`config.mk`:
```
export PLATFORM = sky130hd
export DESIGN_NAME = seg14_scroll_scanner
export DESIGN_NICKNAME = d
export VERILOG_FILES = /design/src/rtl/seg14_pkg.sv /design/src/rtl/seg14_font.sv /design/src/rtl/seg14_scroll_scanner.sv
export SDC_FILE = /design/constraint.sdc
export NUM_CORES = 1
export LEC_CHECK = 0
export ABC_AREA = 1
export ABC_CLOCK_PERIOD_IN_PS = 4400
export BUFFER_PORTS_ARGS = -buffer_cell sky130_fd_sc_hd__buf_2
export CAP_MARGIN = 0
export CORE_ASPECT_RATIO = 0.8
export CORE_MARGIN = 1
export CORE_UTILIZATION = 56
export DETAILED_ROUTE_END_ITERATION = 12
export PLACE_DENSITY = 0.73
export SKIP_LAST_GASP = 1
export SLEW_MARGIN = 40
export SYNTH_ARGS = -nofsm -noshare
export SYNTH_HDL_FRONTEND = slang
export SYNTH_HIERARCHICAL = 1
export SYNTH_SLANG_ARGS = --single-unit
```
`constraint.sdc`:
```
create_clock -name clk -period 4.4 [get_ports clk]
set_input_delay 0.66 -clock clk [delete_from_list [all_inputs] [get_ports clk]]
set_output_delay 0.66 -clock clk [all_outputs]
set_load 0.005 [all_outputs]
```
`src/rtl/seg14_pkg.sv`:
```
// seg14_pkg: shared definitions for 14-segment display blocks.
//   - character codes (0-9 digits, 10-35 A-Z, 36 N-tilde, 63 space)
//   - segment bit positions within the 14-bit pattern
//   - font patterns, one localparam per displayable character
package seg14_pkg;

  localparam logic [5:0] CH_0 = 6'd0,  CH_1 = 6'd1,  CH_2 = 6'd2,  CH_3 = 6'd3;
  localparam logic [5:0] CH_4 = 6'd4,  CH_5 = 6'd5,  CH_6 = 6'd6,  CH_7 = 6'd7;
  localparam logic [5:0] CH_8 = 6'd8,  CH_9 = 6'd9;
  localparam logic [5:0] CH_A = 6'd10, CH_B = 6'd11, CH_C = 6'd12, CH_D = 6'd13;
  localparam logic [5:0] CH_E = 6'd14, CH_F = 6'd15, CH_G = 6'd16, CH_H = 6'd17;
  localparam logic [5:0] CH_I = 6'd18, CH_J = 6'd19, CH_K = 6'd20, CH_L = 6'd21;
  localparam logic [5:0] CH_M = 6'd22, CH_N = 6'd23, CH_O = 6'd24, CH_P = 6'd25;
  localparam logic [5:0] CH_Q = 6'd26, CH_R = 6'd27, CH_S = 6'd28, CH_T = 6'd29;
  localparam logic [5:0] CH_U = 6'd30, CH_V = 6'd31, CH_W = 6'd32, CH_X = 6'd33;
  localparam logic [5:0] CH_Y = 6'd34, CH_Z = 6'd35;
  localparam logic [5:0] CH_ENE   = 6'd36;
  localparam logic [5:0] CH_SPACE = 6'd63;

  // Segment bit positions. h/j/k/m are the four diagonals,
  // i/l the upper and lower centre verticals.
  localparam int unsigned SEG_A  = 13, SEG_B  = 12, SEG_C = 11, SEG_D = 10;
  localparam int unsigned SEG_E  = 9,  SEG_F  = 8;
  localparam int unsigned SEG_G1 = 7,  SEG_G2 = 6;
  localparam int unsigned SEG_H  = 5,  SEG_I  = 4,  SEG_J = 3;
  localparam int unsigned SEG_K  = 2,  SEG_L  = 1,  SEG_M = 0;

  localparam logic [13:0] FONT_0 = 14'h3F0C, FONT_1 = 14'h1800, FONT_2 = 14'h36C0;
  localparam logic [13:0] FONT_3 = 14'h3CC0, FONT_4 = 14'h19C0, FONT_5 = 14'h2DC0;
  localparam logic [13:0] FONT_6 = 14'h2FC0, FONT_7 = 14'h3800, FONT_8 = 14'h3FC0;
  localparam logic [13:0] FONT_9 = 14'h3DC0;
  localparam logic [13:0] FONT_A = 14'h3BC0, FONT_B = 14'h3C52, FONT_C = 14'h2700;
  localparam logic [13:0] FONT_D = 14'h3C12, FONT_E = 14'h2780, FONT_F = 14'h2380;
  localparam logic [13:0] FONT_G = 14'h2F40, FONT_H = 14'h1BC0, FONT_I = 14'h2412;
  localparam logic [13:0] FONT_J = 14'h1E00, FONT_K = 14'h0389, FONT_L = 14'h0700;
  localparam logic [13:0] FONT_M = 14'h1B28, FONT_N = 14'h1B21, FONT_O = 14'h3F00;
  localparam logic [13:0] FONT_P = 14'h33C0, FONT_Q = 14'h3F01, FONT_R = 14'h33C1;
  localparam logic [13:0] FONT_S = 14'h2DC0, FONT_T = 14'h2012, FONT_U = 14'h1F00;
  localparam logic [13:0] FONT_V = 14'h030C, FONT_W = 14'h1B05, FONT_X = 14'h002D;
  localparam logic [13:0] FONT_Y = 14'h002A, FONT_Z = 14'h240C;
  localparam logic [13:0] FONT_ENE   = 14'h3B21;
  localparam logic [13:0] FONT_BLANK = 14'h0000;

endpackage

```
`src/rtl/seg14_font.sv`:
```
// seg14_font: combinational character-code to 14-segment pattern decoder.
//   code    in  6   character code
//   pattern out 14  segment pattern ([13:8]=a..f, [7:6]=g1,g2, [5:0]=h..m)
// Space and every unassigned code decode to blank.
module seg14_font
  import seg14_pkg::*;
(
  input  logic [5:0]  code,
  output logic [13:0] pattern
);

  always_comb begin
    pattern = FONT_BLANK;
    case (code)
      CH_0: pattern = FONT_0;   CH_1: pattern = FONT_1;
      CH_2: pattern = FONT_2;   CH_3: pattern = FONT_3;
      CH_4: pattern = FONT_4;   CH_5: pattern = FONT_5;
      CH_6: pattern = FONT_6;   CH_7: pattern = FONT_7;
      CH_8: pattern = FONT_8;   CH_9: pattern = FONT_9;
      CH_A: pattern = FONT_A;   CH_B: pattern = FONT_B;
      CH_C: pattern = FONT_C;   CH_D: pattern = FONT_D;
      CH_E: pattern = FONT_E;   CH_F: pattern = FONT_F;
      CH_G: pattern = FONT_G;   CH_H: pattern = FONT_H;
      CH_I: pattern = FONT_I;   CH_J: pattern = FONT_J;
      CH_K: pattern = FONT_K;   CH_L: pattern = FONT_L;
      CH_M: pattern = FONT_M;   CH_N: pattern = FONT_N;
      CH_O: pattern = FONT_O;   CH_P: pattern = FONT_P;
      CH_Q: pattern = FONT_Q;   CH_R: pattern = FONT_R;
      CH_S: pattern = FONT_S;   CH_T: pattern = FONT_T;
      CH_U: pattern = FONT_U;   CH_V: pattern = FONT_V;
      CH_W: pattern = FONT_W;   CH_X: pattern = FONT_X;
      CH_Y: pattern = FONT_Y;   CH_Z: pattern = FONT_Z;
      CH_ENE: pattern = FONT_ENE;
      default: pattern = FONT_BLANK;
    endcase
  end

endmodule

```
`src/rtl/seg14_scroll_scanner.sv`:
```
// seg14_scroll_scanner: multiplexed 14-segment display driver with an
// optional scrolling message.
//   clk, rst_n  scan clock, asynchronous active-low reset
//   wr_en, wr_addr, wr_char  message buffer write port
//   msg_len     active message length (clamped to MSG_DEPTH)
//   scroll_en   advance the message by one character every SCROLL_DIV frames
//   sel         registered one-hot digit select
//   segm        registered segment pattern of the selected digit
module seg14_scroll_scanner
  import seg14_pkg::*;
#(
  parameter int unsigned NUM_DIGITS = 12,
  parameter int unsigned MSG_DEPTH  = 32,
  parameter int unsigned SCAN_DIV   = 1,
  parameter int unsigned SCROLL_DIV = 64
) (
  input  logic                         clk,
  input  logic                         rst_n,
  input  logic                         wr_en,
  input  logic [$clog2(MSG_DEPTH)-1:0] wr_addr,
  input  logic [5:0]                   wr_char,
  input  logic [$clog2(MSG_DEPTH):0]   msg_len,
  input  logic                         scroll_en,
  output logic [NUM_DIGITS-1:0]        sel,
  output logic [13:0]                  segm
);

  localparam int unsigned AW = $clog2(MSG_DEPTH);
  localparam int unsigned LW = AW + 1;
  localparam int unsigned DW = $clog2(NUM_DIGITS);
  localparam int unsigned CW = (SCAN_DIV > 1) ? $clog2(SCAN_DIV) : 1;
  localparam int unsigned FW = (SCROLL_DIV > 1) ? $clog2(SCROLL_DIV) : 1;

  localparam logic [CW-1:0] SCAN_LAST  = CW'(SCAN_DIV - 1);
  localparam logic [FW-1:0] FRAME_LAST = FW'(SCROLL_DIV - 1);
  localparam logic [DW-1:0] DIGIT_LAST = DW'(NUM_DIGITS - 1);
  localparam logic [LW-1:0] DEPTH_L    = LW'(MSG_DEPTH);

  logic [5:0]    mem [MSG_DEPTH];
  logic [CW-1:0] scan_cnt;
  logic [DW-1:0] digit_idx;
  logic [FW-1:0] frame_cnt;
  logic [AW-1:0] ptr, ptr_nxt, offset, offset_nxt, rd_idx;
  logic [LW-1:0] len;
  logic          tick, frame_wrap, scroll_step, ptr_bad;
  logic [13:0]   font_pat;

  always_comb begin
    len         = (msg_len > DEPTH_L) ? DEPTH_L : msg_len;
    tick        = (scan_cnt == SCAN_LAST);
    frame_wrap  = tick && (digit_idx == DIGIT_LAST);
    scroll_step = scroll_en && frame_wrap && (frame_cnt == FRAME_LAST);
    ptr_bad     = ({1'b0, ptr} >= len);

    // A stale offset (msg_len shrank) is cleared before any scroll step.
    offset_nxt = offset;
    if ({1'b0, offset} >= len)
      offset_nxt = '0;
    else if (scroll_step)
      offset_nxt = (({1'b0, offset} + LW'(1)) >= len) ? '0 : offset + 1'b1;

    // The frame start loads the offset being written this cycle, so a
    // scroll step shows up on the very next frame and never mid-frame.
    ptr_nxt = ptr;
    if (frame_wrap)
      ptr_nxt = offset_nxt;
    else if (ptr_bad)
      ptr_nxt = '0;
    else if (tick)
      ptr_nxt = (({1'b0, ptr} + LW'(1)) >= len) ? '0 : ptr + 1'b1;

    // An out-of-range pointer reads entry 0, the value it is about to take,
    // so no character past msg_len ever reaches the segments.
    rd_idx = ptr_bad ? '0 : ptr;
  end

  seg14_font u_font (
    .code    (mem[rd_idx]),
    .pattern (font_pat)
  );

  always_ff @(posedge clk or negedge rst_n) begin
    if (!rst_n) begin
      for (int unsigned i = 0; i < MSG_DEPTH; i++) mem[i] <= CH_SPACE;
    end else if (wr_en) begin
      mem[wr_addr] <= wr_char;
    end
  end

  always_ff @(posedge clk or negedge rst_n) begin
    if (!rst_n) begin
      scan_cnt  <= '0;
      digit_idx <= '0;
      frame_cnt <= '0;
      ptr       <= '0;
      offset    <= '0;
      sel       <= '0;
      segm      <= '0;
    end else begin
      scan_cnt <= tick ? '0 : scan_cnt + 1'b1;
      if (tick)
        digit_idx <= (digit_idx == DIGIT_LAST) ? '0 : digit_idx + 1'b1;
      if (!scroll_en)
        frame_cnt <= '0;
      else if (frame_wrap)
        frame_cnt <= (frame_cnt == FRAME_LAST) ? '0 : frame_cnt + 1'b1;
      ptr    <= ptr_nxt;
      offset <= offset_nxt;
      sel    <= NUM_DIGITS'(1) << digit_idx;
      segm   <= (len == '0) ? '0 : font_pat;
    end
  end

endmodule

```
* Yosys cells after proc, flatten, opt, wreduce, memory -nomap -nowiden *
Memories as Yosys holds them, arrays and structs flattened.
Index checks and enable logic that the tools add are counted.

word-level totals
  bits in read-only memories = 896
  word-level logic and storage cells = 89
  output and inout bits = 26
  bits in registers = 239
  memories = 1

memory list
  memory            words  bits a word  rd ports  clocked after Yosys merged registers in  write ports  line              RTL
  (name not given)  64     14           1         0                                        0            seg14_font.sv:14  case (code)

operators by class
  eq/ne operators = 4
  muxes and demuxes = 21
  shift-type cells = 1
  $add $sub $neg = 7
  bitwise gates (word level) = 3
  reductions and logical operators = 5
  order comparisons = 8

operator list
  operator                                                                       number
  192-bit bitwise mux                                                            1
  6-bit 2-to-1 mux                                                               7
  5-bit 2-to-1 mux                                                               8
  6-bit binary-select mux with 5-bit select                                      1
  6-bit demux with 5-bit select                                                  1
  14-bit 2-to-1 mux                                                              1
  5-bit by 1-bit adder with 6-bit output (second input constant)                 2
  5-bit by 6-bit >= comparator with 1-bit output                                 2
  6-bit >= comparator                                                            2
  6-bit >= comparator (second input constant)                                    2
  5-bit inverter with 6-bit output                                               2
  1-bit by 4-bit << shifter with 12-bit output (first input constant)            1
  5-bit by 1-bit adder with 5-bit output (second input constant)                 2
  6-bit by 1-bit adder with 6-bit output (second input constant)                 1
  6-bit equality test (second input constant)                                    1
  6-bit greater-than comparator (second input constant)                          1
  6-bit logical NOT                                                              1
  6-bit by 1-bit less-than comparator with 1-bit output (second input constant)  1
  4-bit by 1-bit adder with 4-bit output (second input constant)                 1
  4-bit equality test (second input constant)                                    1
  1-bit logical AND                                                              4
  4-bit 2-to-1 mux                                                               1
  3-bit by 1-bit != test with 1-bit output (second input constant)               1
  2-bit by 1-bit != test with 1-bit output (second input constant)               1
  3 further kinds                                                                3

* Logic depth before layout (Yosys ltp) *
An unclocked memory read counts as a cell.

  depth after elaboration = 10
  depth in mapped cells = 32
  gate-level depth less buffers = 29

* Cells and area by module *
The synthesis kept the hierarchy.

modules (own cells, without submodules)
  module                cells each  area an instance (um^2)  instances  seq. area each (um^2)
  seg14_scroll_scanner  1601        12431.9                  1          6195.9
  seg14_font            140         701.9                    1          0.0

* Worst setup path after synthesis *
Ideal clock, no wire load.

  path type = register to register
  start point = register ptr[0]
  end point = register segm[5]
  required time = 4.269 ns
  data arrival time = 3.508 ns
  path slack = 0.761 ns
  cell stages (with the launch flop) = 27
  clock period less this slack = 3.639 ns
  path buffers = 5
  cell sequence = dfrtp_1 -> buf_2 -> buf_2 -> buf_1 -> inv_1 -> ha_1 -> inv_1 -> nand2_1 -> nand2_1 -> nand2_1 -> nand2_2 -> buf_4 -> buf_2 -> nand4_1 -> nand3_1 -> nand3_1 -> nand3_1 -> nand2_1 -> nand2_1 -> nand2_1 -> inv_1 -> ha_1 -> or2_2 -> o21ai_0 -> o22ai_1 -> inv_1 -> nor2_1

on the way
  cells in the longest elaborated chain, start to end = 8

RTL lines
  what                                                      line                         RTL
  start, declared                                           seg14_scroll_scanner.sv:43   logic [AW-1:0] ptr, ptr_nxt, offset, offset_nxt, rd_idx;
  start signal, assigned                                    seg14_scroll_scanner.sv:107  ptr <= ptr_nxt;
  5-bit by 6-bit >= comparator with 1-bit output            seg14_scroll_scanner.sv:53   ptr_bad = ({1'b0, ptr} >= len);
  5-bit 2-to-1 mux *                                        seg14_scroll_scanner.sv:74   rd_idx = ptr_bad ? '0 : ptr;
  5-bit inverter with 6-bit output (not written as such) *  seg14_scroll_scanner.sv:78   .code (mem[rd_idx]),
  6-bit binary-select mux with 5-bit select *               seg14_scroll_scanner.sv:78
  6-bit 2-to-1 mux (not written as such) * (2 in a row)     seg14_scroll_scanner.sv:78
  memory 64 x 14 bit *                                      --
  named net font_pat[5]                                     seg14_scroll_scanner.sv:46   logic [13:0] font_pat;
  14-bit 2-to-1 mux *                                       seg14_scroll_scanner.sv:110  segm <= (len == '0) ? '0 : font_pat;
  end signal, assigned                                      seg14_scroll_scanner.sv:110
  end, declared                                             seg14_scroll_scanner.sv:25   output logic [13:0] segm

The timed path passes the listed nets; every way through them passes the cells marked *. The select of a mux whose other input is x is not followed.
A chain may end at the register's enable or synchronous reset.

* Worst setup path after layout *
  start point = input msg_len[5]
  end point = register segm[5]

on the way
  cells in the longest elaborated chain, start to end = 10

RTL lines
  what                                                      line                         RTL
  start, declared                                           seg14_scroll_scanner.sv:22   input logic [$clog2(MSG_DEPTH):0] msg_len,
  6-bit greater-than comparator                             seg14_scroll_scanner.sv:49   len = (msg_len > DEPTH_L) ? DEPTH_L : msg_len;
  6-bit 2-to-1 mux *                                        seg14_scroll_scanner.sv:49
  5-bit by 6-bit >= comparator with 1-bit output *          seg14_scroll_scanner.sv:53
  5-bit 2-to-1 mux *                                        seg14_scroll_scanner.sv:74
  5-bit inverter with 6-bit output (not written as such) *  seg14_scroll_scanner.sv:78
  6-bit binary-select mux with 5-bit select *               seg14_scroll_scanner.sv:78
  6-bit 2-to-1 mux (not written as such) * (2 in a row)     seg14_scroll_scanner.sv:78
  memory 64 x 14 bit *                                      --
  named net font_pat[5]                                     seg14_scroll_scanner.sv:46
  14-bit 2-to-1 mux *                                       seg14_scroll_scanner.sv:110

Marks and branches as above.

==> out/qor.csv <==
stage,metric,value,unit
layout,fin_nets,1809,
clock_network,clk_latency,0.53,ns
clock_network,clk_path_buf_depth,3,
layout,drive_gt1_share,19.4,%
synth,syn_area_per_cell,7.54,sq um
drt,drtPass1Iterations,5,
synth,synth.most_common_cell,nand2_1,
synth,syn_area,13100,sq um
synth,synth_common_cells,"nand2_1, inv_1, o21ai_0, dfstp_2, nand3_1",
synth,syn_inst,1741,
clock_network,cts.clk_slew.worst_paths,0.06,ns
synth,yosys_warnings,6,
drt,drtAntennaViolNets,0,
global_routing,antenna_found_initial,0,
timing,maxSlewHeadroom,47.4,%
synth,syn_nets,1803,
layout,synthToLayoutAreaGrowth,9.70,%
global_routing,grt_start_max_net_pins,77,
timing,rsz0062_at_grt,no,
floorplan,chipWidth,173,microns
global_routing,grt_pass1_vias,10900,
timing,finalClockSkew,0.0122,ns
placed_design,dp_hpwl,23.2,mm
timing,tns,0,ns
clock_network,numCtsBuffers,25,
clock_network,cts-root-buf,clkbuf_16,
synth,async_reset_ff_share,100,%
timing,period_share,88.8,%
synth,yosysSeqAreaShare,47.2,%
timing,hold_violations,0,
critical_path,crit_arrival,4.29,ns
synth,synth_edf_count,0,
floorplan,core,22700,sq um
floorplan,die_area,24100,sq um
clock_network,cts.sinks,238,
power_and_ir_drop,finalPower,6.54,mW
synth,synth.area.top_cells,"dfstp_2, nand2_1, dfrtp_1",
drt,drt-total-wl,34.7,mm
synth,ys.flop_type,dfstp_2,
timing,max_freq,256,MHz
critical_path,crit_fanout,33,
global_routing,grt_usage,29.3,%
job,cap_viol_max_count,0,
timing,worstMarginPinSlew,0.783,ns
drt,via_count,11400,
synth,yosysTopAreaCell,dfstp_2,
placed_design,place_congestion,0.921,
timing,min_period,3.91,ns
drt,drtIter0Drc,1314,
floorplan,io_pins,47,
critical_path,r2r_start,ptr[3],
drt,wl_per_cell,16.8,microns
drt,vias_per_cell,5.51,
clock_network,cts-resized-gates,0,
power_and_ir_drop,p_leak,6.91,nW
global_routing,grt_pass1_wl,56.8,mm
synth,synth_cell_type_count,38,
status,status,"complete, no violations",
floorplan,placementRows,49,
synth,synth.top_cell.area_share,38.4,%
clock_network,postCtsSetupBuffers,0,
timing,setup_viol,0,
global_routing,grt-ovfl-total,0,
placed_design,port_buffers,46,
hold_path,min_path_type,in -> async,
critical_path,crit_type,in -> reg,
critical_path,worstPathRequired,4.78,ns
power_and_ir_drop,p_per_area,454,nW/um^2
critical_path,endpoint_kind,flip-flop,
floorplan,initial_core_util,57.7,%
power_and_ir_drop,peakVddDrop,0.307,mV
drt,drc,0,
clock_network,holdBufCountCts,0,
floorplan,die_h,139,microns
timing,slew_violations,0,
layout,diodes,0,
clock_network,htree_levels,1,
critical_path,cp-startpoint,msg_len[5],
critical_path,crit_path_start_kind,input port,
clock_network,cts_tree,built,
layout,fill_cells,2111,
synth,ys_ff_latch,238,
## registers in the layout (all words and copies together) (netlist names)
register,count
digit_idx,4
frame_cnt,6
mem,192
offset,5
ptr,5
segm,14
sel,12
## routing by layer
| metal | part of all wire, % | global-route usage, % | wire, microns | vias to the layer above |
|---|---|---|---|---|
| li1 | - | - | - | 5517 |
| met1 | 45 | 42.4 | 15700 | 5374 |
| met2 | 45 | 45.8 | 15500 | 422 |
| met3 | 6.9 | 3.81 | 2410 | 94 |
| met4 | 3.3 | 9.41 | 1140 | 0 |
| met5 | 0 | 0 | 0 | - |
## layout by cell type, fill, tap and decap left out, drive strengths merged, types with 2 or more instances in the layout
cell	count
clkinv	5
bufinv	2
a21oi	12
or2	14
dfstp	192
nor2	132
xor2	7
ha	41
nand3	169
clkbuf	37
buf	83
a22oi	2
o211ai	3
nor4	2
nor3	22
nand4	53
inv	235
o21ai	215
nand2	483
dfrtp	46
## critical path: stages
cell and delay, ns:
buf_2 0.14, inv_2 0.12, nand2_1 0.15, ha_1 0.33
nand2_1 0.09, a21oi_2 0.09, nor2_8 0.12, buf_4 0.25
buf_4 0.39, nand4_1 0.13, nand3_1 0.12, nand3_1 0.11
nand3_1 0.12, nand2_1 0.06, nand2_1 0.05, nand2_1 0.21
inv_1 0.31, ha_1 0.30, or2_2 0.27, o21ai_0 0.07
o22ai_1 0.08, inv_1 0.07, nor2_1 0.04
## cell type report
| type | instances | area, sq um | share of cell area, % |
|---|---|---|---|
| timing repair buffer | 83 | 576 | 3.99 |
| clock buffer | 37 | 711 | 4.93 |
| multi-input combinational | 1163 | 5570 | 38.7 |
| sequential | 238 | 6200 | 43.0 |
| inverter | 236 | 886 | 6.15 |
| tap | 306 | 383 | 2.66 |
| clock inverter | 6 | 83.8 | 0.582 |
## per-stage QoR
step	utilization, %	worst slack [ns]	hold WS, ns	instances	cell area [sq um]
floorplan	-	0.761	0.364	1741	13100
CTS	63.3	0.584	0.105	2069	14400
finish	63.3	0.491	0.0933	2069	14400
global placement	59.7	0.159	0.475	2025	13600
detailed placement	59.8	0.0459	0.481	2026	13600
global route	63.3	0.197	0.115	2069	14400
## power breakdown
part | internal [mW] | total (mW) | switching (mW) | leakage, nW
sequential | 2.82 | 3.00 | 0.187 | 2.61
combinational | 0.521 | 1.44 | 0.918 | 3.90
clock | 1.23 | 2.09 | 0.866 | 0.390
total | 4.57 | 6.54 | 1.97 | 6.91
## kinds of logic after synthesis
family	after synthesis	share of synthesized area [%]
AOI/OAI and AO/OA	237	9.25
adders and majority gates	41	3.91
DFF	238	47.2
and+or+nand+nor	877	28.6
xor gates and xnor gates	8	0.534
buffers and inverters	340	10.5
## path summary, 6_finish.rpt
kind	depth (start not counted)	to	slack, ns
max	23	segm[5]	0.49
min	1	sel[7]	0.09
min in group clk	3	mem[53]	0.37
max reg2reg	20	segm[5]	0.62
min reg2reg	2	mem[124]	0.49
max in group asynchronous	2	mem[22]	3.43
No activity file was read; power rests on OpenSTA's default activity.
